File: src/rtl/cpu_ctrl.sv
// Instruction register and sequencing FSM for a small load/store-less CPU datapath.
// Control outputs are Moore outputs held in flops; each one reflects the current state and IR.
module cpu_ctrl (
    input  logic        clk,
    input  logic        reset,
    input  logic        s,
    input  logic        load,
    input  logic [15:0] in,
    output logic        w,
    output logic [1:0]  vsel,
    output logic [2:0]  writenum,
    output logic [2:0]  readnum,
    output logic        write,
    output logic        loada,
    output logic        loadb,
    output logic        loadc,
    output logic        loads,
    output logic [1:0]  shift,
    output logic [1:0]  ALUop,
    output logic        asel,
    output logic        bsel,
    output logic [15:0] sximm5,
    output logic [15:0] sximm8
);

    typedef enum logic [2:0] {
        S_WAIT   = 3'd0,
        S_DECODE = 3'd1,
        S_GET_A  = 3'd2,
        S_GET_B  = 3'd3,
        S_ALU    = 3'd4,
        S_WR_REG = 3'd5,
        S_WR_IMM = 3'd6
    } state_t;

    typedef struct packed {
        logic       w;
        logic [1:0] vsel;
        logic [2:0] writenum;
        logic [2:0] readnum;
        logic       write;
        logic       loada;
        logic       loadb;
        logic       loadc;
        logic       loads;
        logic [1:0] shift;
        logic [1:0] alu_op;
        logic       asel;
        logic       bsel;
    } ctrl_t;

    state_t      state_q, state_d;
    logic [15:0] ir_q, ir_d;
    ctrl_t       ctrl_q, ctrl_d;

    // Control word for a given state and instruction; anything not named stays zero.
    function automatic ctrl_t decode_ctrl(input state_t st, input logic [15:0] ir);
        ctrl_t      c;
        logic [2:0] opcode;
        logic [1:0] op;
        logic       is_alu;
        logic       is_cmp;
        opcode = ir[15:13];
        op     = ir[12:11];
        is_alu = (opcode == 3'b101);
        is_cmp = is_alu && (op == 2'b01);
        c      = '0;
        case (st)
            S_WAIT:   c.w = 1'b1;
            S_DECODE: c = '0;
            S_GET_A: begin
                c.readnum = ir[10:8];
                c.loada   = 1'b1;
            end
            S_GET_B: begin
                c.readnum = ir[2:0];
                c.loadb   = 1'b1;
            end
            S_ALU: begin
                c.shift  = ir[4:3];
                c.bsel   = 1'b1;
                c.alu_op = is_alu ? op : 2'b00;
                c.asel   = is_alu && (op != 2'b11);
                c.loads  = is_cmp;
                c.loadc  = !is_cmp;
            end
            S_WR_REG: begin
                c.vsel     = 2'b11;
                c.writenum = ir[7:5];
                c.write    = 1'b1;
            end
            S_WR_IMM: begin
                c.vsel     = 2'b01;
                c.writenum = ir[10:8];
                c.write    = 1'b1;
            end
            default: c = '0;
        endcase
        return c;
    endfunction

    // Next-state, IR capture and next control word.
    always_comb begin
        state_d = state_q;
        ir_d    = ir_q;
        if ((state_q == S_WAIT) && load) begin
            ir_d = in;
        end else begin
            ir_d = ir_q;
        end
        case (state_q)
            S_WAIT:   state_d = s ? S_DECODE : S_WAIT;
            S_DECODE: begin
                if ((ir_q[15:13] == 3'b110) && (ir_q[12:11] == 2'b10)) begin
                    state_d = S_WR_IMM;
                end else if (((ir_q[15:13] == 3'b110) && (ir_q[12:11] == 2'b00)) ||
                             ((ir_q[15:13] == 3'b101) && (ir_q[12:11] == 2'b11))) begin
                    state_d = S_GET_B;
                end else if (ir_q[15:13] == 3'b101) begin
                    state_d = S_GET_A;
                end else begin
                    state_d = S_WAIT;
                end
            end
            S_GET_A:  state_d = S_GET_B;
            S_GET_B:  state_d = S_ALU;
            S_ALU:    state_d = ((ir_q[15:13] == 3'b101) && (ir_q[12:11] == 2'b01)) ? S_WAIT : S_WR_REG;
            S_WR_REG: state_d = S_WAIT;
            S_WR_IMM: state_d = S_WAIT;
            default:  state_d = S_WAIT;
        endcase
        ctrl_d = decode_ctrl(state_d, ir_d);
    end

    // State, IR and registered control outputs; reset aborts any instruction in flight.
    always_ff @(posedge clk) begin
        if (reset) begin
            state_q <= S_WAIT;
            ir_q    <= 16'h0000;
            ctrl_q  <= decode_ctrl(S_WAIT, 16'h0000);
        end else begin
            state_q <= state_d;
            ir_q    <= ir_d;
            ctrl_q  <= ctrl_d;
        end
    end

    assign w        = ctrl_q.w;
    assign vsel     = ctrl_q.vsel;
    assign writenum = ctrl_q.writenum;
    assign readnum  = ctrl_q.readnum;
    assign write    = ctrl_q.write;
    assign loada    = ctrl_q.loada;
    assign loadb    = ctrl_q.loadb;
    assign loadc    = ctrl_q.loadc;
    assign loads    = ctrl_q.loads;
    assign shift    = ctrl_q.shift;
    assign ALUop    = ctrl_q.alu_op;
    assign asel     = ctrl_q.asel;
    assign bsel     = ctrl_q.bsel;
    assign sximm5   = {{11{ir_q[4]}}, ir_q[4:0]};
    assign sximm8   = {{8{ir_q[7]}}, ir_q[7:0]};

endmodule

File: config.mk
export PLATFORM = sky130hd
export DESIGN_NAME = cpu_ctrl
export DESIGN_NICKNAME = d
export VERILOG_FILES = /design/src/rtl/cpu_ctrl.sv
export SDC_FILE = /design/constraint.sdc
export NUM_CORES = 1
export LEC_CHECK = 0
export BUFFER_PORTS_ARGS = -buffer_cell sky130_fd_sc_hd__buf_4
export CAP_MARGIN = 20
export CORE_MARGIN = 2
export CORE_UTILIZATION = 45
export CTS_BUF_LIST = sky130_fd_sc_hd__clkbuf_2 sky130_fd_sc_hd__clkbuf_4 sky130_fd_sc_hd__clkbuf_8
export CTS_CLUSTER_DIAMETER = 50
export DETAILED_ROUTE_END_ITERATION = 7
export GPL_ROUTABILITY_DRIVEN = 1
export GPL_TIMING_DRIVEN = 0
export PLACE_DENSITY_LB_ADDON = 0.05
export SLEW_MARGIN = 15
export SYNTH_ARGS = -nofsm -noshare
export SYNTH_HDL_FRONTEND = slang
export SYNTH_SLANG_ARGS = --single-unit
File: constraint.sdc
create_clock -name clk -period 1.8 [get_ports clk]
set_clock_uncertainty 0.2 [all_clocks]
set_input_delay 0.36 -clock clk [delete_from_list [all_inputs] [get_ports clk]]
set_output_delay 0.36 -clock clk [all_outputs]
set_load 0.005 [all_outputs]
Word-level counts from Yosys, hierarchy flattened
Cells that the tools add are included.

word-level totals
  bits in registers = 39
  input bits = 20
  logic and storage cells = 63

operators by class
  equal/unequal tests = 17
  mux-type cells = 14
  bitwise operators = 2
  reductions and logical operators = 15

operator list
  cell                                                                    count
  3-bit equality test (second input constant)                             7
  16-bit two-way mux                                                      1
  3-bit case mux with 5 select lines                                      1
  3-bit by 2-bit equality test with 1-bit output (second input constant)  4
  5-bit case mux with 2 select lines                                      1
  1-bit logical AND                                                       7
  3-bit zero test                                                         2
  1-bit two-way mux                                                       6
  3-bit two-way mux                                                       2
  3-bit case mux with 2 select lines                                      1
  2-bit by 1-bit equality test with 1-bit output (second input constant)  2
  2-bit equality test (second input constant)                             2
  2-bit two-way mux                                                       2
  2-bit OR reduction                                                      2
  3-bit by 1-bit equality test with 1-bit output (second input constant)  1
  3-bit OR reduction                                                      1
  2-bit zero test                                                         1
  2-bit != test (second input constant)                                   1
  1-bit inverter                                                          2
  1-bit zero test                                                         1
  1-bit logical OR                                                        1

Depth between registers and ports, before layout
  depth after elaboration = 9
  depth in mapped cells = 7

Least setup slack after synthesis
No wires, ideal clock.

  kind = register to register
  from = register state_q[1]
  to = register ctrl_q (netlist bit ALUop[1])
  arrival = 1549 ps
  required time = 1532 ps
  path slack = -16 ps
  stages on the path, launching flop included = 8
  buffers on the path = 3
  period minus slack after synthesis = 1816 ps
  cell sequence = dfxtp_1 > buf_6 > or4b_4 > buf_6 > buf_8 > nor3_4 > a22oi_1 > nor2_1

between the ends
  word-level cells in the longest chain between the ends = 6
  elaborated cells between the ends (all ways) = 13

RTL lines
  item                                                                        RTL line  text
  start: declaration                                                          52        state_t state_q, state_d;
  start signal: assignment                                                    142       state_q <= state_d;
  branches (longest 6 deep; another with 3-bit case mux with 5 select lines)  n/a
  end signal: assignment                                                      140       ctrl_q <= decode_ctrl(S_WAIT, 16'h0000);
  end signal: assignment                                                      144       ctrl_q <= ctrl_d;
  end: declaration                                                            54        ctrl_t ctrl_q, ctrl_d;

Parallel ways; which one is timed is not known.
A chain may end at the register's enable or synchronous reset.

Worst setup path in the final report
Ends and elaborated chain as after synthesis.

==> results.md <==
- Status: complete, but fails checks
- Violated checks: setup timing
- GRT Util Overall: a little under a fifth
- Min cycle time layout: between 1.5 and 2 ns
- Worst Slack Setup Final: -0.0168 ns
- Detailed-route via count: 1,530
- Max Root-Sink Buffers: 2
- Main synth FF type: dfxtp_1
- CTS Root Cell: clkbuf_8
- Flop2flop setup slack: -0.02 ns
- Slowest cell on crit path: or4b_4
- Inserted Clock Buffers: 5
- Initial core utilization: between 40% and 50%
- Clock latency on the worst-skew pair: slightly below 0.3 ns
- H-tree depth: 2
- Worst slew pin tran: 0.556 ns
- Avg Cell Area, Syn: ~9 um2
- # rows: 22
- Post-route clock period utilization: 101%
- Number of I/O pins: 72
- Post-synth top area share: a little over two fifths
- Die Width: approximately 67 um
- Sink Count: 38
- Post-synthesis instance area: between 1500 and 2000 um2
- Slowest stage delay, CP: about 0.6 ns
- Vias per inst: ~4.7
- Sequential fraction of the synthesis area: between 40% and 50%
- Hpwl dp: 2790 um
- CP startpoint kind: register
- Top delay family on crit path: simple AND/OR/NAND/NOR gates
- Area grow syn2layout: 50.0%
- MaxCap Viol Count: 0
- Syn nets: 216
- Async SR Flop Fraction: 0%
- Pins Over Slew Limit: 0
- Crit path buffers/inverters: 1
- Die footprint: roughly 4500 um2
- Crit Path Max Fanout: 7
- Total power: ~0.0021 W
- WHS Endpoint: ir_q[13]
- Ant diodes: 0
- Lkg Pwr: about 1.3 nW
- FMAX: roughly 550 MHz
- Hold Crit Class: input pin to register
- Drt wl/cell: approximately 12 um
- Post-synth EDFFs: 0
- I/O Buffers: between 70 and 80
- CTS Hold Bufs: 0
- Pwr/cell area: ~790 nW/um2
- Clk slew on worst S/H paths: around 0.070 ns
- Reg-to-reg critical path startpoint: state_q[1]
- Vias in the first global route: 1,260
- GPL Wtd Cong: between 0.8 and 0.9
- Post-route cell area: around 2700 um2
- CTS tree: yes
- # setup viols final: 1
- Reg2reg path depth: 5
- Gate Count Post-Synth: a little under 200
- DR iter-0 viols: 40
- Setup slack at placement: -0.185 ns
- Core ar.: 3740 um2
- Routed WL: 3990 um
- Largest net degree at the start of global routing: 15
- Peak VDD IR: 0.591 mV
- Placed Area: roughly 2400 um2
- Grt total ovfl: 0
- Kind of critical path: register to register
- Hold path startpoint: in[13]
- Largest cells by area after synthesis: dfxtp_1 (43%), buf_4 (15%), nand2_1 (5.7%)
- Slew margin rel.: between 60% and 70%
- Flops & latches, synth: 38
- # DRC: 0
- Die Height: 67.0 um
- Netlist cell types: 42
- WHS Path Cells: 3
- Post-route ant nets: 0
- Critical path data required time: 1.82 ns
- RSZ-0062 raised after global routing: yes
- Final hold vios: 0
- DRT Pass-1 Iters: 4
- NumNets Final: a little under 300
- First-pass GRT wire length: about 6100 um
- Layout cell share with drive strength beyond 1: roughly half
- CP Cell Sequence: or4b_4 -> buf_8 -> nor3_4 -> a22oi_2 -> nor2_1
- Element type at the critical path end: register
- Initial antenna violation count: 0
- Fin Hold WS: roughly 0.12 ns
- Yosys warnings: 0
- CP arrival: approximately 1.8 ns
- Most area-hungry cell type in the Yosys netlist: dfxtp_1
- FF-to-FF End: ALUop[1]
## registers in the layout, indices dropped and copies added, names as in the netlist
name,flops
ir_q,16
loada,1
ALUop,2
loads,1
loadb,1
bsel,1
writenum,3
asel,1
state_q,3
write,1
vsel,1
w,1
readnum,3
loadc,1
shift,2
## worst max-delay path by stage
stage	slack [ns]	endpoint	depth (start not counted)	start
finish	-0.02	ALUop[1]	5	state_q[1]
global route	-0.09	ALUop[1]	5	state_q[1]
detailed placement	-0.19	readnum[0]	5	state_q[0]
CTS	-0.08	ALUop[1]	6	state_q[1]
floorplan	-0.02	ALUop[0]	7	state_q[1]
global placement	-0.22	loada	5	state_q[0]
## cell usage in the layout (no fill, tap or decap), drive strengths merged, types with 2 or more instances in the layout
cell     synthesis  final
buf             40    115
dfxtp           38     38
nand2           27     27
nor2            15     15
a21oi           14     14
clkbuf           1      7
nand2b           6      6
mux2i            6      6
nand3            5      5
and2             4      4
a2bb2oi          3      3
a22o             3      3
nor2b            3      3
nor3             3      3
a22oi            3      3
nand3b           2      2
inv              2      2
o21a             2      2
bufinv           0      2
nor4b            2      2
or4b             2      2
o21ai            2      2
## repair_timing
item / 4_1_cts / 5_1_grt
pin swaps: 7 / 9
buffers inserted: 6 / 2
gates resized for setup: 3 / 26
endpoints found under the setup margin: 16 / 19
## layout make-up
cell class	instances	area (um2)
clock buffers	6	82.6
multi-input cells	115	805
clock inverters	2	60.1
fillers	316	1070
plain buffers	37	282
flip-flops and latches	38	771
inverters	2	7.51
well taps	48	60.1
repair buffers	79	609
## worst register-to-register path, cell delays in order, from the launching register on
cell	delay [ns]
dfxtp_4	0.38
or4b_4	0.59
buf_8	0.17
nor3_4	0.22
a22oi_2	0.11
nor2_1	0.09
## stage by stage
stage                     TNS [ns]  utilization [%]  cells
final                      -0.0168             71.5    327
after global routing        -0.361             71.5    327
after CTS                   -0.196             68.5    326
after detailed placement     -1.49             63.5    315
after global placement       -1.52             63.5    315
after floorplan            -0.0322                -    196
## cells in the mapped netlist (2+ instances only)
cell type,count
dfxtp_1,38
buf_4,35
nand2_1,27
nor2_1,15
a21oi_1,14
mux2i_1,6
nand2b_1,6
nand3_1,5
and2_1,4
a22o_1,3
a22oi_1,3
a2bb2oi_1,3
nor2b_1,3
buf_6,2
inv_1,2
nand3b_1,2
nor3_1,2
o21a_1,2
## per-layer routing
metal	global-route usage [%]	wire (um)	vias to the layer above
met5	0	0	-
met4	8.42	68	0
met3	5.57	218	6
met2	29.3	1950	36
met1	23.0	1750	690
li1	-	-	798
## power breakdown
group,switching (W),leakage (nW),internal [W]
Combinational,0.000118,0.883,0.000203
Clock,0.000297,0.0714,0.000591
Sequential,0.0000336,0.312,0.000865
## cell families (layout without fill, tap and decap cells)
| group | count (synthesis) | in the layout | synth area share, % |
|---|---|---|---|
| AOI/OAI and AO/OA | 31 | 31 | 11.5 |
| DFF | 38 | 38 | 42.6 |
| buffers and inverters | 43 | 126 | 18.0 |
| muxes | 6 | 6 | 3.37 |
| and+or+nand+nor | 78 | 78 | 24.5 |
Power figures use the tool's default switching activity.
